--- config.mk ---
export PLATFORM = sky130hd
export DESIGN_NAME = pkt_fifo
export DESIGN_NICKNAME = d
export VERILOG_FILES = /design/src/rtl/pkt_fifo.sv
export SDC_FILE = /design/constraint.sdc
export NUM_CORES = 1
export LEC_CHECK = 0
export CAP_MARGIN = 10
export CORE_MARGIN = 4
export CORE_UTILIZATION = 45
export CTS_CLUSTER_SIZE = 20
export DETAILED_ROUTE_END_ITERATION = 6
export SETUP_SLACK_MARGIN = 0.15
export SYNTH_ARGS = -nofsm -noshare
export SYNTH_HDL_FRONTEND = slang
export SYNTH_SLANG_ARGS = --single-unit
--- constraint.sdc ---
create_clock -name i_clk -period 12.07 [get_ports i_clk]
set_input_delay 1.207 -clock i_clk [delete_from_list [all_inputs] [get_ports i_clk]]
set_output_delay 1.207 -clock i_clk [all_outputs]
set_load 0.005 [all_outputs]
--- src/rtl/pkt_fifo.sv ---
// pkt_fifo: packet-granular byte FIFO. Whole packets are written in one
// cycle; the head packet is drained one byte per pop. Packets that arrive
// while full are dropped and flagged in a sticky overflow bit.
module pkt_fifo #(
  parameter int PKTFIFO_DEPTH = 10,
  parameter int PKT_BYTES     = 8
) (
  input  logic                               i_clk,
  input  logic                               i_rst_n,
  input  logic                               i_cg,
  input  logic [8*PKT_BYTES-1:0]             i_pkt_data,
  input  logic                               i_pkt_valid,
  output logic [7:0]                         o_pktfifo_data,
  output logic                               o_pktfifo_empty,
  input  logic                               i_pktfifo_pop,
  input  logic                               i_pktfifo_flush,
  output logic [$clog2(PKTFIFO_DEPTH+1)-1:0] o_nPkts,
  output logic                               o_overflow
);

  localparam int CW = $clog2(PKTFIFO_DEPTH+1);
  localparam int PW = $clog2(PKTFIFO_DEPTH);
  localparam int BW = $clog2(PKT_BYTES);

  localparam logic [CW-1:0] CNT_FULL = CW'(PKTFIFO_DEPTH);
  localparam logic [PW-1:0] PTR_LAST = PW'(PKTFIFO_DEPTH-1);
  localparam logic [BW-1:0] IDX_LAST = BW'(PKT_BYTES-1);

  logic [PKT_BYTES-1:0][7:0] mem [PKTFIFO_DEPTH];
  logic [PKT_BYTES-1:0][7:0] head;

  logic [PW-1:0] wptr, rptr;
  logic [BW-1:0] byte_idx;
  logic [CW-1:0] count;

  logic empty, live, pop_eff, final_pop, push_ok, drop;

  // Qualified events; flush and a low clock-gate suppress everything else.
  always_comb begin
    empty     = (count == '0);
    live      = i_cg && !i_pktfifo_flush;
    pop_eff   = live && i_pktfifo_pop && !empty;
    final_pop = pop_eff && (byte_idx == IDX_LAST);
    push_ok   = live && i_pkt_valid && ((count < CNT_FULL) || final_pop);
    drop      = live && i_pkt_valid && !push_ok;
  end

  // Zero-latency head byte: what is shown is what a pop this cycle consumes.
  always_comb begin
    head           = mem[rptr];
    o_pktfifo_data = empty ? 8'h00 : head[byte_idx];
  end

  assign o_pktfifo_empty = empty;
  assign o_nPkts         = count;

  // Packet storage, written whole; contents are not reset.
  always_ff @(posedge i_clk) begin
    if (push_ok) mem[wptr] <= i_pkt_data;
  end

  // Pointers, byte index, occupancy and sticky overflow.
  always_ff @(posedge i_clk or negedge i_rst_n) begin
    if (!i_rst_n) begin
      wptr       <= '0;
      rptr       <= '0;
      byte_idx   <= '0;
      count      <= '0;
      o_overflow <= 1'b0;
    end else if (i_cg && i_pktfifo_flush) begin
      wptr       <= '0;
      rptr       <= '0;
      byte_idx   <= '0;
      count      <= '0;
      o_overflow <= 1'b0;
    end else begin
      if (pop_eff)
        byte_idx <= final_pop ? '0 : byte_idx + 1'b1;
      if (final_pop)
        rptr <= (rptr == PTR_LAST) ? '0 : rptr + 1'b1;
      if (push_ok)
        wptr <= (wptr == PTR_LAST) ? '0 : wptr + 1'b1;
      // A push that lands in the same cycle as a packet retiring leaves count alone.
      if (push_ok && !final_pop)
        count <= count + 1'b1;
      else if (!push_ok && final_pop)
        count <= count - 1'b1;
      if (drop)
        o_overflow <= 1'b1;
    end
  end

endmodule

# After elaboration in Yosys (flattened, before gate mapping)
# Memories as Yosys holds them, arrays and structs flattened.
# Index checks and enable logic that the tools add are counted.
# classes
n_eq_ne	3
muxes	19
reduce_logical	21
order_cmp	2
n_addsub	5
# op_table
cell	n
two-way mux 4 bit	9
binary-select mux 8 bit (select 3 bit)	1
two-way mux 8 bit	2
adder 4 x 1 -> 4 bit (second input constant)	3
logical AND 1 bit	10
two-way mux 3 bit	3
equality test 4 bit (second input constant)	2
nonzero test 2 bit	4
logical NOT 1 bit	4
logical NOT 4 bit	1
< comparator 3 x 4 -> 1 bit (second input constant)	1
< comparator 4 bit (second input constant)	1
two-way mux 1 bit	4
subtractor 4 x 1 -> 4 bit (second input constant)	1
adder 3 x 1 -> 3 bit (second input constant)	1
equality test 3 bit (second input constant)	1
nonzero test 3 bit	1
logical OR 1 bit	1
# word_totals
memories	1
regBits	16
input_bits	70
ram_bits	640
# mem_list
memory	words	width	rd	rd_clocked_by_memory_dff	wr	line_no	source
mem	10	64	1	0	1	29	logic [PKT_BYTES-1:0][7:0] mem [PKTFIFO_DEPTH];

# Depth between registers and ports, before layout
# depth
word_depth	12
depth_mapped	12

# Worst setup path after synthesis
# No wires, ideal clock.
# synth_path
path_kind	input to register
from	input i_pktfifo_pop
to	memory mem[1][0] (netlist bit) (enable)
arrival_time_ps	7824
n_path_buf	0
cell_stages	3
path_slack_ps	3602
setup_ps	644
required_time_ps	11426
cell_sequence	nand2_1 > a2111o_1 > nor4_1
# synth_between
elab_chain_cells	7
# synth_rtl
item	line_no	source
start, declared	15	input logic i_pktfifo_pop,
logical AND 1 bit (2 in a row)	42	pop_eff = live && i_pktfifo_pop && !empty;
logical AND 1 bit	43	final_pop = pop_eff && (byte_idx == IDX_LAST);
logical OR 1 bit	44	push_ok = live && i_pkt_valid && ((count < CNT_FULL) || final_pop);
logical AND 1 bit	44	
two-way mux 1 bit	59	if (push_ok) mem[wptr] <= i_pkt_data;
two-way mux 1 bit (implied by the code)	59	
end, declared	29	
# No other way between the ends.

# Worst setup path in the final report
# layout_path
from	register rptr[0]
to	output o_pktfifo_data[6]
# layout_between
elab_chain_cells	4
# layout_rtl
item	line_no	source
start, declared	32	logic [PW-1:0] wptr, rptr;
start signal, assigned	80	rptr <= (rptr == PTR_LAST) ? '0 : rptr + 1'b1;
memory (10 x 64 bit)	n/a	
binary-select mux 8 bit (select 3 bit)	51	o_pktfifo_data = empty ? 8'h00 : head[byte_idx];
two-way mux 8 bit (implied by the code)	51	
two-way mux 8 bit	51	
end, declared	13	output logic [7:0] o_pktfifo_data,
# No other way between the ends. The select of a mux whose other input is x is not followed.

==> run_results.csv <==
group,metric,value,unit
placed_design,gp_congestion,0.725,
clocking,numCtsBuffers,69,
detailed_routing,met3_length,3870,µm
synth,yosys.area.top_type,"edfxtp_1",
power_and_ir_drop,powerDensity,171,nW/µm²
critical_path,cpMaxStageDelayCell,"o311ai_0",
detailed_routing,drt_iter0_markers,1102,
sta,finalSetupViolCount,0,
placed_design,dp_cells,1964,
die,ios,84,
die,start_util,0.455,
clocking,htree_levels,3,
die,std_cell_rows,87,
critical_path,cp.required,10860,ps
critical_path,cp_common_cell,"buf_4",
run,drv_cap,0,
sta,fin_skew,16.4,ps
global_route,grt_start_max_net_pins,67,
worst_hold_path,holdPathStages,2,
detailed_routing,wl_met1,24700,µm
synth,synthTopCellsByArea,"edfxtp_1 75%, mux4_2 12%, mux4_1 2.7%, dfrtp_1 1.6%, mux2i_1 0.97%",
global_route,grt_pass1_vias,12767,
synth,synth_area,25700,µm²
detailed_routing,routedWlPerCell,27.7,µm
sta,drv_slew,0,
detailed_routing,detail-route-antenna-nets,0,
synth,synth_cells,1156,
critical_path,path_buf_inv,3,
clocking,clkTransAtPathRegs,60,ps
synth,syn_avg_cell_area,22.2,µm²
power_and_ir_drop,vdd_drop_max,0.0000904,V
critical_path,path_cells,"buf_4 -> buf_4 -> mux4_2 -> mux2i_1 -> a22oi_1 -> o21ai_0 -> o311ai_0 -> clkdlybuf4s50_1",
critical_path,critPathArrivalTime,5470,ps
critical_path,worst_setup_path_end_kind,"output pin",
critical_path,r2r-start,"byte_idx[0]",
critical_path,cp_max_fo,50,
die,dieArea,61000,µm²
power_and_ir_drop,netSwitchingPower,1.14,mW
die,die_y,247,µm
synth,synth_edf_count,640,
global_route,grt_use_total,0.195,
synth,yosysSeqAreaShare,0.763,
sta,rsz0062_at_grt,"false",
critical_path,crit_family,"buffers and inverters",
synth,synth_top_area_frac,0.747,
critical_path,worst-r2r-cell-count,8,
critical_path,critPathMaxStageDelay,870,ps
worst_hold_path,min_from,"o_overflow",
power_and_ir_drop,intPower,3.92,mW
detailed_routing,drc,0,
synth,async_flop_share,0.0244,
synth,yosys_register_bits,656,
clocking,clkLatencyLatePin,600,ps
placed_design,dp_hpwl,31500,µm
global_route,grt_first_pass_wirelength,86100,µm
clocking,cts_resized,0,
sta,tns,0,ps
sta,layout_setup_ws,5390,ps
power_and_ir_drop,p_leak,9.07,nW
sta,max_freq,150,MHz
clocking,cts_root_buffer,"clkbuf_16",
sta,hold_viol_final,0,
placed_design,port_buffers,83,
detailed_routing,wl_met2,28200,µm
synth,ys.flop_type,"edfxtp_1",
placed_design,place_ws,5930,ps
power_and_ir_drop,p_clk_frac,0.410,
sta,tightest_slew,1150,ps
detailed_routing,highest_layer,"met5",
power_and_ir_drop,switching_share,0.226,
synth,synth_cell_types,63,
sta,fin_crit,6680,ps
synth,yosys_warnings,0,
sta,maxSlewHeadroom,0.233,
power_and_ir_drop,power_frac_comb,0.088,
critical_path,worstSetupStartpointType,"flip-flop",
critical_path,regToRegSetupSlack,7980,ps
detailed_routing,dr.pass1.iters,5,
clocking,clockBufferDepth,3,
clocking,cts_sinks,656,
cells_and_area,drive_gt1_frac,0.217,
clocking,cts_setup_buffers,0,
worst_hold_path,holdPathEnd,"o_overflow",
sta,min_period_over_period,0.553,
detailed_routing,vias,12299,
cells_and_area,layout.cells.most_common,"edfxtp_1",
die,coreArea,56500,µm²
global_route,antenna_found_initial,2,
detailed_routing,drt-total-wl,57800,µm
worst_hold_path,hold_class,"flip-flop to flip-flop",
clocking,cts_tree,"built",
cells_and_area,final_cell_mix,"640 x edfxtp_1, 132 x mux4_2, 83 x clkdlybuf4s50_1, 72 x clkbuf_16, 37 x nand2_1",
die,dieWidth,247,µm
clocking,cts_hold_repair.buffers,0,
cells_and_area,layoutNonFillerInstCount,2091,
run_status,outcome,"finished clean",
detailed_routing,viasPerCell,5.88,
cells_and_area,syn2layout_area_growth,14.8,%
cells_and_area,fin_nets,1356,
critical_path,worstSetupPathType,"flip-flop to output pin",
critical_path,reg2reg_to,"mem[4][42]",
power_and_ir_drop,seqPwrFrac,0.502,
global_route,grt_overflow,0,
cells_and_area,post-route-util,0.522,
synth,synth.net_count,1233,
-- stage by stage --
step                      power (mW)  instance area, µm²  hold WS (ps)
after detailed placement        3.03               27300           494
final                           5.06               29500           506
after floorplan                 2.81               25700           490
after global routing            5.24               29500           530
after CTS                       5.11               29500           511
after global placement          3.03               27300           489
-- how the worst max path moves through the flow --
stage | startpoint | to | slack [ps] | cells after the start
2_1_floorplan | i_pktfifo_pop | mem[1][0] | 3600 | 3
3_5_place_dp | rptr[0] | o_pktfifo_data[6] | 5930 | 8
6_report | rptr[0] | o_pktfifo_data[6] | 5390 | 8
5_1_grt | rptr[0] | o_pktfifo_data[6] | 4950 | 8
3_3_place_gp | rptr[0] | o_pktfifo_data[6] | 5910 | 8
4_1_cts | rptr[0] | o_pktfifo_data[6] | 5250 | 8
-- Yosys cell counts, types with 4 or more instances --
| cell type | number |
|---|---|
| a211oi_1 | 4 |
| a21oi_1 | 12 |
| a221oi_1 | 8 |
| a22oi_1 | 24 |
| a311oi_1 | 4 |
| and2_1 | 6 |
| buf_2 | 11 |
| buf_4 | 13 |
| buf_6 | 18 |
| clkbuf_1 | 8 |
| dfrtp_1 | 16 |
| edfxtp_1 | 640 |
| ha_1 | 6 |
| inv_1 | 8 |
| mux2_2 | 12 |
| mux2i_1 | 25 |
| mux4_1 | 26 |
| mux4_2 | 132 |
| nand2_1 | 37 |
| nand3_1 | 15 |
| nor2_1 | 17 |
| nor2b_1 | 6 |
| nor3_1 | 12 |
| o211ai_1 | 5 |
| o21ai_0 | 12 |
| o22a_1 | 6 |
| o22ai_1 | 5 |
| o311ai_0 | 4 |
-- cells by family (layout without fill, tap and decap cells) --
logic type / after synthesis / in the layout / synth area share
other: 0 / 3 / 0
adders and majority gates: 7 / 7 / 0.00370
DFF: 656 / 656 / 0.763
AOI/OAI and AO/OA: 108 / 108 / 0.0315
muxes: 195 / 195 / 0.157
and+or+nand+nor: 120 / 120 / 0.0236
buffers and inverters: 67 / 243 / 0.0200
xor gates and xnor gates: 3 / 3 / 0.00102
-- sequential cells by signal, summed over array words and instances (netlist names) --
register    cells
byte_idx        3
mem           640
o_nPkts         4
o_overflow      1
rptr            4
wptr            4
-- final cells by class --
type / instances / area (µm²)
fillers: 4371 / 27000
flip-flops and latches: 656 / 19600
multi-input cells: 433 / 5640
clock buffers: 82 / 1840
repair buffers: 111 / 1040
well taps: 756 / 946
clock inverters: 42 / 375
inverters: 8 / 30.0
diodes: 3 / 7.51
-- layer usage --
layer	GRT usage	up-vias
met5	0	-
met1	0.277	6594
met2	0.311	410
met3	0.0372	81
met4	0.0537	4
li1	-	5210
-- power groups by stage --
stage	registers [mW]	clock network, mW	logic, mW
after CTS	2.54	2.12	0.450
after global routing	2.54	2.22	0.477
after detailed placement	2.59	0	0.448
after global placement	2.59	0	0.445
after floorplan	2.58	0	0.230
final	2.54	2.07	0.446
-- worst register-to-register path, cell delays in order, from the launching register on --
cell and delay, ps:
dfrtp_2 350, buf_4 400, ha_1 240, ha_1 170
nand2_1 90, a211o_1 360, or3_1 450, nor2_4 840
buf_4 780
No activity file was read; power rests on OpenSTA's default activity.
